`src/rtl/ctrl_pkg.sv`:
```
// Shared controller/datapath definitions: FSM states, opcodes and the
// bundle of control strobes that the state decoder produces.
package ctrl_pkg;

  typedef enum logic [2:0] {
    S_RST   = 3'd0,
    S_IDLE  = 3'd1,
    S_FETCH = 3'd2,
    S_DEC   = 3'd3,
    S_LDA   = 3'd4,
    S_STA   = 3'd5,
    S_ADD   = 3'd6,
    S_JMP   = 3'd7
  } state_e;

  localparam logic [1:0] OP_LDA = 2'b00;
  localparam logic [1:0] OP_STA = 2'b01;
  localparam logic [1:0] OP_ADD = 2'b10;
  localparam logic [1:0] OP_JMP = 2'b11;

  typedef struct packed {
    logic rd_mem;
    logic wr_mem;
    logic ir_on_adr;
    logic pc_on_adr;
    logic data_on_dbus;
    logic dbus_on_data;
    logic ld_ir;
    logic ld_ac;
    logic ld_pc;
    logic inc_pc;
    logic clr_pc;
    logic pass;
    logic add;
    logic alu_on_dbus;
    logic busy;
  } ctrl_t;

  function automatic logic is_exec(state_e s);
    return (s == S_LDA) || (s == S_STA) ||
           (s == S_ADD) || (s == S_JMP);
  endfunction

endpackage

```
`src/rtl/control_unit_decode.sv`:
```
// Moore output decoder: maps the state register onto the 15 control
// strobes with no dependence on any other input.
module ctrl_decode
  import ctrl_pkg::*;
(
  input  state_e state,
  output logic   rd_mem,
  output logic   wr_mem,
  output logic   ir_on_adr,
  output logic   pc_on_adr,
  output logic   data_on_dbus,
  output logic   dbus_on_data,
  output logic   ld_ir,
  output logic   ld_ac,
  output logic   ld_pc,
  output logic   inc_pc,
  output logic   clr_pc,
  output logic   pass,
  output logic   add,
  output logic   alu_on_dbus,
  output logic   busy
);

  ctrl_t c;

  always_comb begin
    c = '0;
    unique case (state)
      S_RST: c.clr_pc = 1'b1;
      S_IDLE: c = '0;
      S_FETCH: begin
        c.pc_on_adr    = 1'b1;
        c.rd_mem       = 1'b1;
        c.data_on_dbus = 1'b1;
        c.ld_ir        = 1'b1;
      end
      S_DEC: c.inc_pc = 1'b1;
      S_LDA: begin
        c.ir_on_adr    = 1'b1;
        c.rd_mem       = 1'b1;
        c.data_on_dbus = 1'b1;
        c.pass         = 1'b1;
        c.ld_ac        = 1'b1;
      end
      S_STA: begin
        c.ir_on_adr    = 1'b1;
        c.pass         = 1'b1;
        c.alu_on_dbus  = 1'b1;
        c.dbus_on_data = 1'b1;
        c.wr_mem       = 1'b1;
      end
      S_ADD: begin
        c.ir_on_adr    = 1'b1;
        c.rd_mem       = 1'b1;
        c.data_on_dbus = 1'b1;
        c.add          = 1'b1;
        c.ld_ac        = 1'b1;
      end
      S_JMP: begin
        c.ir_on_adr = 1'b1;
        c.ld_pc     = 1'b1;
      end
      default: c = '0;
    endcase
    c.busy = (state != S_IDLE);
  end

  assign rd_mem       = c.rd_mem;
  assign wr_mem       = c.wr_mem;
  assign ir_on_adr    = c.ir_on_adr;
  assign pc_on_adr    = c.pc_on_adr;
  assign data_on_dbus = c.data_on_dbus;
  assign dbus_on_data = c.dbus_on_data;
  assign ld_ir        = c.ld_ir;
  assign ld_ac        = c.ld_ac;
  assign ld_pc        = c.ld_pc;
  assign inc_pc       = c.inc_pc;
  assign clr_pc       = c.clr_pc;
  assign pass         = c.pass;
  assign add          = c.add;
  assign alu_on_dbus  = c.alu_on_dbus;
  assign busy         = c.busy;

endmodule

```
`src/rtl/control_unit.sv`:
```
// Fetch/decode/execute controller FSM with retired-instruction counter.
// Define CTRL_STEP_EN for single-step mode (adds the step input).
module control_unit
  import ctrl_pkg::*;
(
  input  logic       clk,
  input  logic       reset,
`ifdef CTRL_STEP_EN
  input  logic       step,
`endif
  input  logic [1:0] op_code,
  input  logic       run,
  input  logic       mem_ready,
  output logic       rd_mem,
  output logic       wr_mem,
  output logic       ir_on_adr,
  output logic       pc_on_adr,
  output logic       data_on_dbus,
  output logic       dbus_on_data,
  output logic       ld_ir,
  output logic       ld_ac,
  output logic       ld_pc,
  output logic       inc_pc,
  output logic       clr_pc,
  output logic       pass,
  output logic       add,
  output logic       alu_on_dbus,
  output logic       busy,
  output logic [7:0] instr_count
);

  state_e     state_q, state_d;
  logic [7:0] cnt_q, cnt_d;
  logic       done;
  logic       go;
  state_e     after_exec;

`ifdef CTRL_STEP_EN
  assign go         = step;
  assign after_exec = S_IDLE;
`else
  assign go         = run;
  assign after_exec = run ? S_FETCH : S_IDLE;
`endif

  // JMP never touches memory, so it completes unconditionally
  always_comb begin
    done = 1'b0;
    if (is_exec(state_q))
      done = (state_q == S_JMP) ? 1'b1 : mem_ready;
  end

  always_comb begin
    state_d = state_q;
    unique case (state_q)
      S_RST:   state_d = S_IDLE;
      S_IDLE:  state_d = go ? S_FETCH : S_IDLE;
      S_FETCH: state_d = mem_ready ? S_DEC : S_FETCH;
      S_DEC: begin
        unique case (op_code)
          OP_LDA: state_d = S_LDA;
          OP_STA: state_d = S_STA;
          OP_ADD: state_d = S_ADD;
          OP_JMP: state_d = S_JMP;
          default: state_d = S_LDA;
        endcase
      end
      default: state_d = done ? after_exec : state_q;
    endcase
  end

  assign cnt_d = cnt_q + {7'd0, done};

  always_ff @(posedge clk) begin
    if (reset) begin
      state_q <= S_RST;
      cnt_q   <= '0;
    end else begin
      state_q <= state_d;
      cnt_q   <= cnt_d;
    end
  end

  assign instr_count = cnt_q;

  ctrl_decode u_decode (
    .state        (state_q),
    .rd_mem       (rd_mem),
    .wr_mem       (wr_mem),
    .ir_on_adr    (ir_on_adr),
    .pc_on_adr    (pc_on_adr),
    .data_on_dbus (data_on_dbus),
    .dbus_on_data (dbus_on_data),
    .ld_ir        (ld_ir),
    .ld_ac        (ld_ac),
    .ld_pc        (ld_pc),
    .inc_pc       (inc_pc),
    .clr_pc       (clr_pc),
    .pass         (pass),
    .add          (add),
    .alu_on_dbus  (alu_on_dbus),
    .busy         (busy)
  );

endmodule

```
`config.mk`:
```
export PLATFORM = sky130hd
export DESIGN_NAME = control_unit
export DESIGN_NICKNAME = d
export VERILOG_FILES = /design/src/rtl/ctrl_pkg.sv /design/src/rtl/control_unit_decode.sv /design/src/rtl/control_unit.sv
export SDC_FILE = /design/constraint.sdc
export NUM_CORES = 1
export LEC_CHECK = 0
export CAP_MARGIN = 20
export CORE_UTILIZATION = 39
export DETAILED_ROUTE_END_ITERATION = 8
export PLACE_DENSITY = 0.76
export SLEW_MARGIN = 25
export SYNTH_ARGS = -nofsm -noshare
export SYNTH_HDL_FRONTEND = slang
export SYNTH_SLANG_ARGS = --single-unit
export TNS_END_PERCENT = 20
```
`constraint.sdc`:
```
create_clock -name clk -period 2.1 [get_ports clk]
set_input_delay 0.42 -clock clk [delete_from_list [all_inputs] [get_ports clk]]
set_output_delay 0.42 -clock clk [all_outputs]
set_load 0.01 [all_outputs]
```
=== Word level (Yosys, flattened, before mapping) ===
Cells that the tools add are included.

* Reduce and logical (&&, ||, !) cells: 10
* Add/subtract/negate cells: 1
* Muxes and demuxes: 17
* Eq/ne operators: 11

{| class="wikitable"
|+ Operator list
! kind !! number
|-
| 3-bit case mux with 4 select lines || 2
|-
| 1-bit 2-to-1 mux || 13
|-
| 3-bit == test, second input constant || 4
|-
| 8-bit by 1-bit adder with 8-bit output || 1
|-
| 3-bit by 2-bit == test with 1-bit output, second input constant || 2
|-
| 5-bit nonzero test || 1
|-
| 2-bit == test, second input constant || 2
|-
| 2-bit OR reduction || 2
|-
| 4-bit OR reduction || 1
|-
| 3-bit by 1-bit == test with 1-bit output, second input constant || 1
|-
| 3-bit zero test || 1
|-
| 1-bit logical OR || 3
|-
| 3-bit 2-to-1 mux || 1
|-
| 3-bit by 1-bit != test with 1-bit output, second input constant || 1
|-
| 3-bit OR reduction || 1
|-
| 2-bit by 1-bit == test with 1-bit output, second input constant || 1
|-
| 2-bit zero test || 1
|-
| 2-bit 2-to-1 mux || 1
|}

* Register bits: 11
* Output and inout port bits: 23
* Bits of input ports: 6
* Logic and storage cells: 41

=== Depth between registers and ports, before layout ===
Gate-level depths: netlist of run 1.

* Depth in word-level cells: 7
* Depth in mapped cells: 8
* Depth with buffers taken out: 7

=== Hierarchy ===
Synthesis of run 1 repeated with hierarchy kept, for this count alone.

* Cells, all modules: 76
* Area total of the unflattened synthesis: 639.4 µm²

{| class="wikitable"
|+ By module, submodules not included
! module !! instances !! area each (µm²) !! cells each !! seq. area each (µm²)
|-
| control_unit || 1 || 513.0 || 60 || 220.2
|-
| ctrl_decode || 1 || 126.4 || 16 || 0.0
|}

=== Worst setup path after synthesis of run 1 ===
No wires, ideal clock.

* Path kind: reg-to-output
* Start: register state_q[0]
* End: output port dbus_on_data
* Arrival time: 1.163 ns
* Cell stages (with the launch flop): 5
* Path buffers: 2
* Setup slack: 0.517 ns
* Data required time: 1.680 ns
* Cells stage by stage: dfxtp_1 -> buf_2 -> inv_1 -> nor3_1 -> buf_4

* Longest elaborated chain between the ends: 2

{| class="wikitable"
|+ Ends and longest elaborated chain
! element !! RTL line !! source
|-
| start, declared || control_unit.sv:32 || <nowiki>state_e state_q, state_d;</nowiki>
|-
| start signal, assigned || control_unit.sv:79 || <nowiki>state_q <= state_d;</nowiki>
|-
| 3-bit == test || n/a ||
|-
| 1-bit 2-to-1 mux || n/a ||
|-
| end, declared || control_unit.sv:19 || <nowiki>output logic dbus_on_data,</nowiki>
|}

Every way passes these cells.

=== Worst setup path in the final report of run 1 ===
* Start: register state_q[2]
* End: output port inc_pc

* Longest elaborated chain between the ends: 2

{| class="wikitable"
|+ Ends and longest elaborated chain
! element !! RTL line !! source
|-
| 3-bit by 2-bit == test with 1-bit output || control_unit_decode.sv:28 || <nowiki>unique case (state)</nowiki>
|-
| 1-bit 2-to-1 mux || control_unit_decode.sv:28 ||
|-
| end, declared || control_unit.sv:23 || <nowiki>output logic inc_pc,</nowiki>
|}

Every way passes these cells.

==> impl_metrics.py, run 1 <==
metrics = {
    "route": {
        "drtPass1Iterations": 4,
        "antenna_left": 0,
        "wl_mm": 1.46,
        "drc": 0,
        "vias": 635,
        "drt-wirelength-per-cell_um": 12.1,
        "vias_per_cell": 5.29,
        "drtIter0Drc": 11,
    },
    "sta": {
        "worstMarginPinSlew_ns": 0.427,
        "post-route-period-util": 0.941,
        "max_freq_mhz": 506,
        "rsz0062_at_grt": "no",
        "setup_slack_ns": 0.124,
        "drv_slew": 0,
        "final_hold_viol_count": 0,
        "tns_ns": 0,
        "final-setup-viol-count": 0,
        "fin_crit_ns": 1.98,
        "slew_headroom": 0.715,
        "skew_ns": 0.00519,
    },
    "cells_and_area": {
        "final_common_cell": "clkdlybuf4s50_1",
        "final_nets": 113,
        "fillerInstances": 143,
        "mostFrequentLayoutCells": "clkdlybuf4s50_1, nor2_1, dfxtp_1",
        "finalCoreUtilization": 0.614,
        "drive_gt1_frac": 0.125,
        "instances_no_fill": 120,
        "area_growth_syn_to_layout_pct": 46.0,
        "diodes": 0,
    },
    "setup_path": {
        "cp_max_fo": 12,
        "r2r_end": "instr_count[6]",
        "crit_type": "reg2out",
        "startpoint_type": "register",
        "slowest_stage": "clkdlybuf4s50_1",
        "critPathTopFamily": "buffers and inverters",
        "cp-startpoint": "state_q[2]",
        "crit_path_end_kind": "primary output",
        "path_buf_inv": 2,
        "max_stage_delay_ns": 0.54,
        "r2r_slack_ns": 0.37,
        "required_ns": 1.68,
        "cp.arrival_ns": 1.56,
        "r2r_cells": 7,
        "reg2reg_from": "state_q[1]",
        "worstPathCellList": "buf_4, and3b_2, clkdlybuf4s50_1",
    },
    "synth": {
        "yosysTopAreaCellShare": 0.348,
        "yosysWarningCount": 0,
        "syn-cell-area_sq_um": 633,
        "ys_seq_area_frac": 0.348,
        "ys_types": 33,
        "netlist_top_cells_area": "dfxtp_1, nor2_1, buf_4, a21oi_1, ha_1",
        "netlist_instances": 78,
        "synth_area_per_cell_sq_um": 8.12,
        "syn-num-nets": 86,
        "netlist.top_cell.by_area": "dfxtp_1",
        "ys_ff_latch": 11,
    },
    "global_routing": {
        "grt_max_degree": 15,
        "track_usage": 0.161,
        "grt_pass1_vias": 488,
        "grt_antenna_before_repair": 0,
        "grt_pass1_wl_mm": 2.19,
        "grt_overflow": 0,
    },
    "cts": {
        "cts.path.max_buffers": 2,
        "cts_buffers": 3,
        "clkTransAtPathRegs_ns": 0.07,
        "cts-root-buf": "clkbuf_4",
        "insertion_delay_ns": 0.27,
        "tritoncts": "yes",
        "clock-sinks": 11,
        "ctsHoldBuffers": 0,
        "htree_num_levels": 1,
    },
    "outcome": {
        "status": "complete, no violations",
    },
    "power": {
        "peakVddDrop_v": 0.000418,
        "power-per-cell-area_nw_per_um2": 605,
        "finalPower_uw": 560,
        "p_leak_uw": 0.000352,
    },
    "floorplan": {
        "io-pin-count": 29,
        "num_rows": 14,
        "dieArea_sq_um": 1790,
        "start_util": 0.420,
        "die_w_um": 42.3,
        "core_area_sq_um": 1510,
        "die_y_um": 42.3,
    },
    "place": {
        "dpl_worst_slack_ns": 0.0586,
        "numPortBuffers": 28,
        "placed_cells": 116,
        "dpl.hpwl_mm": 1.02,
        "gp_congestion": 0.815,
    },
    "min_path": {
        "min_path_type": "reg2reg",
        "min_to": "instr_count[7]",
        "holdPathStages": 2,
        "min-delay-start": "instr_count[7]",
    },
    "flow_run": {
        "drv_cap": 0,
    },
}
tightest hold or removal path, delay by kind of cell, from the launching register on:
| family | cells | cell delay (ns) |
|---|---|---|
| flops | 1 | 0.32 |
| compound gates | 2 | 0.13 |
synthesized netlist by cell type:
library cell,number
dfxtp_1,11
nor2_1,11
a21oi_1,5
buf_4,4
nand2_1,4
o21ai_0,4
inv_1,3
nand3_1,3
and3_2,2
buf_2,2
ha_1,2
nand2b_1,2
nor2b_1,2
nor3_1,2
or3_1,2
xor2_1,2
a211oi_1,1
a21o_2,1
a221oi_2,1
a311oi_1,1
and3_1,1
and3b_2,1
buf_6,1
clkbuf_1,1
dlygate4sd1_1,1
nand3b_1,1
nand4_1,1
nor3b_1,1
nor4_1,1
o21bai_1,1
o31a_1,1
or2b_1,1
xnor2_1,1
state kept, by name, summed over array words and instances (netlist names):
register	count
state_q	3
instr_count	8
per-layer routing:
layer,share of wire,vias to the layer above,track usage
li1,-,318,-
met1,0.48,301,0.238
met2,0.46,14,0.209
met3,0.051,2,0.0776
met4,0.0041,0,0.0375
met5,0,-,0
per-stage QoR:
step	area (sq um)	hold WS [ns]
floorplan	633	0.502
global placement	892	0.465
detailed placement	892	0.475
CTS	918	0.487
global route	925	0.511
finish	925	0.498
cells by family (layout without fill, tap and decap cells):
kind of cell / count (synthesis) / count (layout) / share of synthesized area
buf+inv: 12 / 38 / 0.119
flops: 11 / 11 / 0.348
fa+ha+maj: 2 / 2 / 0.0395
xor+xnor: 3 / 3 / 0.0415
compound gates: 15 / 15 / 0.160
simple gates: 35 / 35 / 0.292
power breakdown:
part           switching [uW]  internal, uW
combinational            79.9           102
clock                    67.6          73.6
sequential               17.5           220
how the worst max path moves through the flow:
| stage | cells past startpoint | slack [ns] | endpoint |
|---|---|---|---|
| 2_1_floorplan | 4 | 0.52 | dbus_on_data |
| 3_3_place_gp | 8 | 0.1 | instr_count[6] |
| 3_5_place_dp | 8 | 0.06 | instr_count[6] |
| 4_1_cts | 2 | 0.007 | inc_pc |
| 5_1_grt | 3 | 0.07 | rd_mem |
| 6_report | 3 | 0.12 | inc_pc |
what timing repair did:
item	in CTS	in global routing
resized for setup	0	2
endpoints found under the setup margin	0	11
hold endpoints to repair	0	0
buffers inserted	0	0
final cells by class:
class,instances,area [sq um],area share
multi-input cells,55,343,0.371
repair buffers,31,303,0.327
flip-flops and latches,11,221,0.240
clock buffers,4,26.3,0.0284
well taps,16,20.0,0.0217
inverters,3,11.3,0.0122
(Power assumes the default switching activity.)
==> run 2: changes to the inputs <==
--- a/config.mk
+++ b/config.mk
@@ -9,6 +9,7 @@
 export CORE_UTILIZATION = 39
 export DETAILED_ROUTE_END_ITERATION = 8
 export PLACE_DENSITY = 0.76
+export SETUP_SLACK_MARGIN = 0.02
 export SLEW_MARGIN = 25
 export SYNTH_ARGS = -nofsm -noshare
 export SYNTH_HDL_FRONTEND = slang
==> results of run 2 <==
Final layout, timing and power as in run 1 (identical DEF).
Among the figures that moved: number of gates resized after CTS 0 -> 1
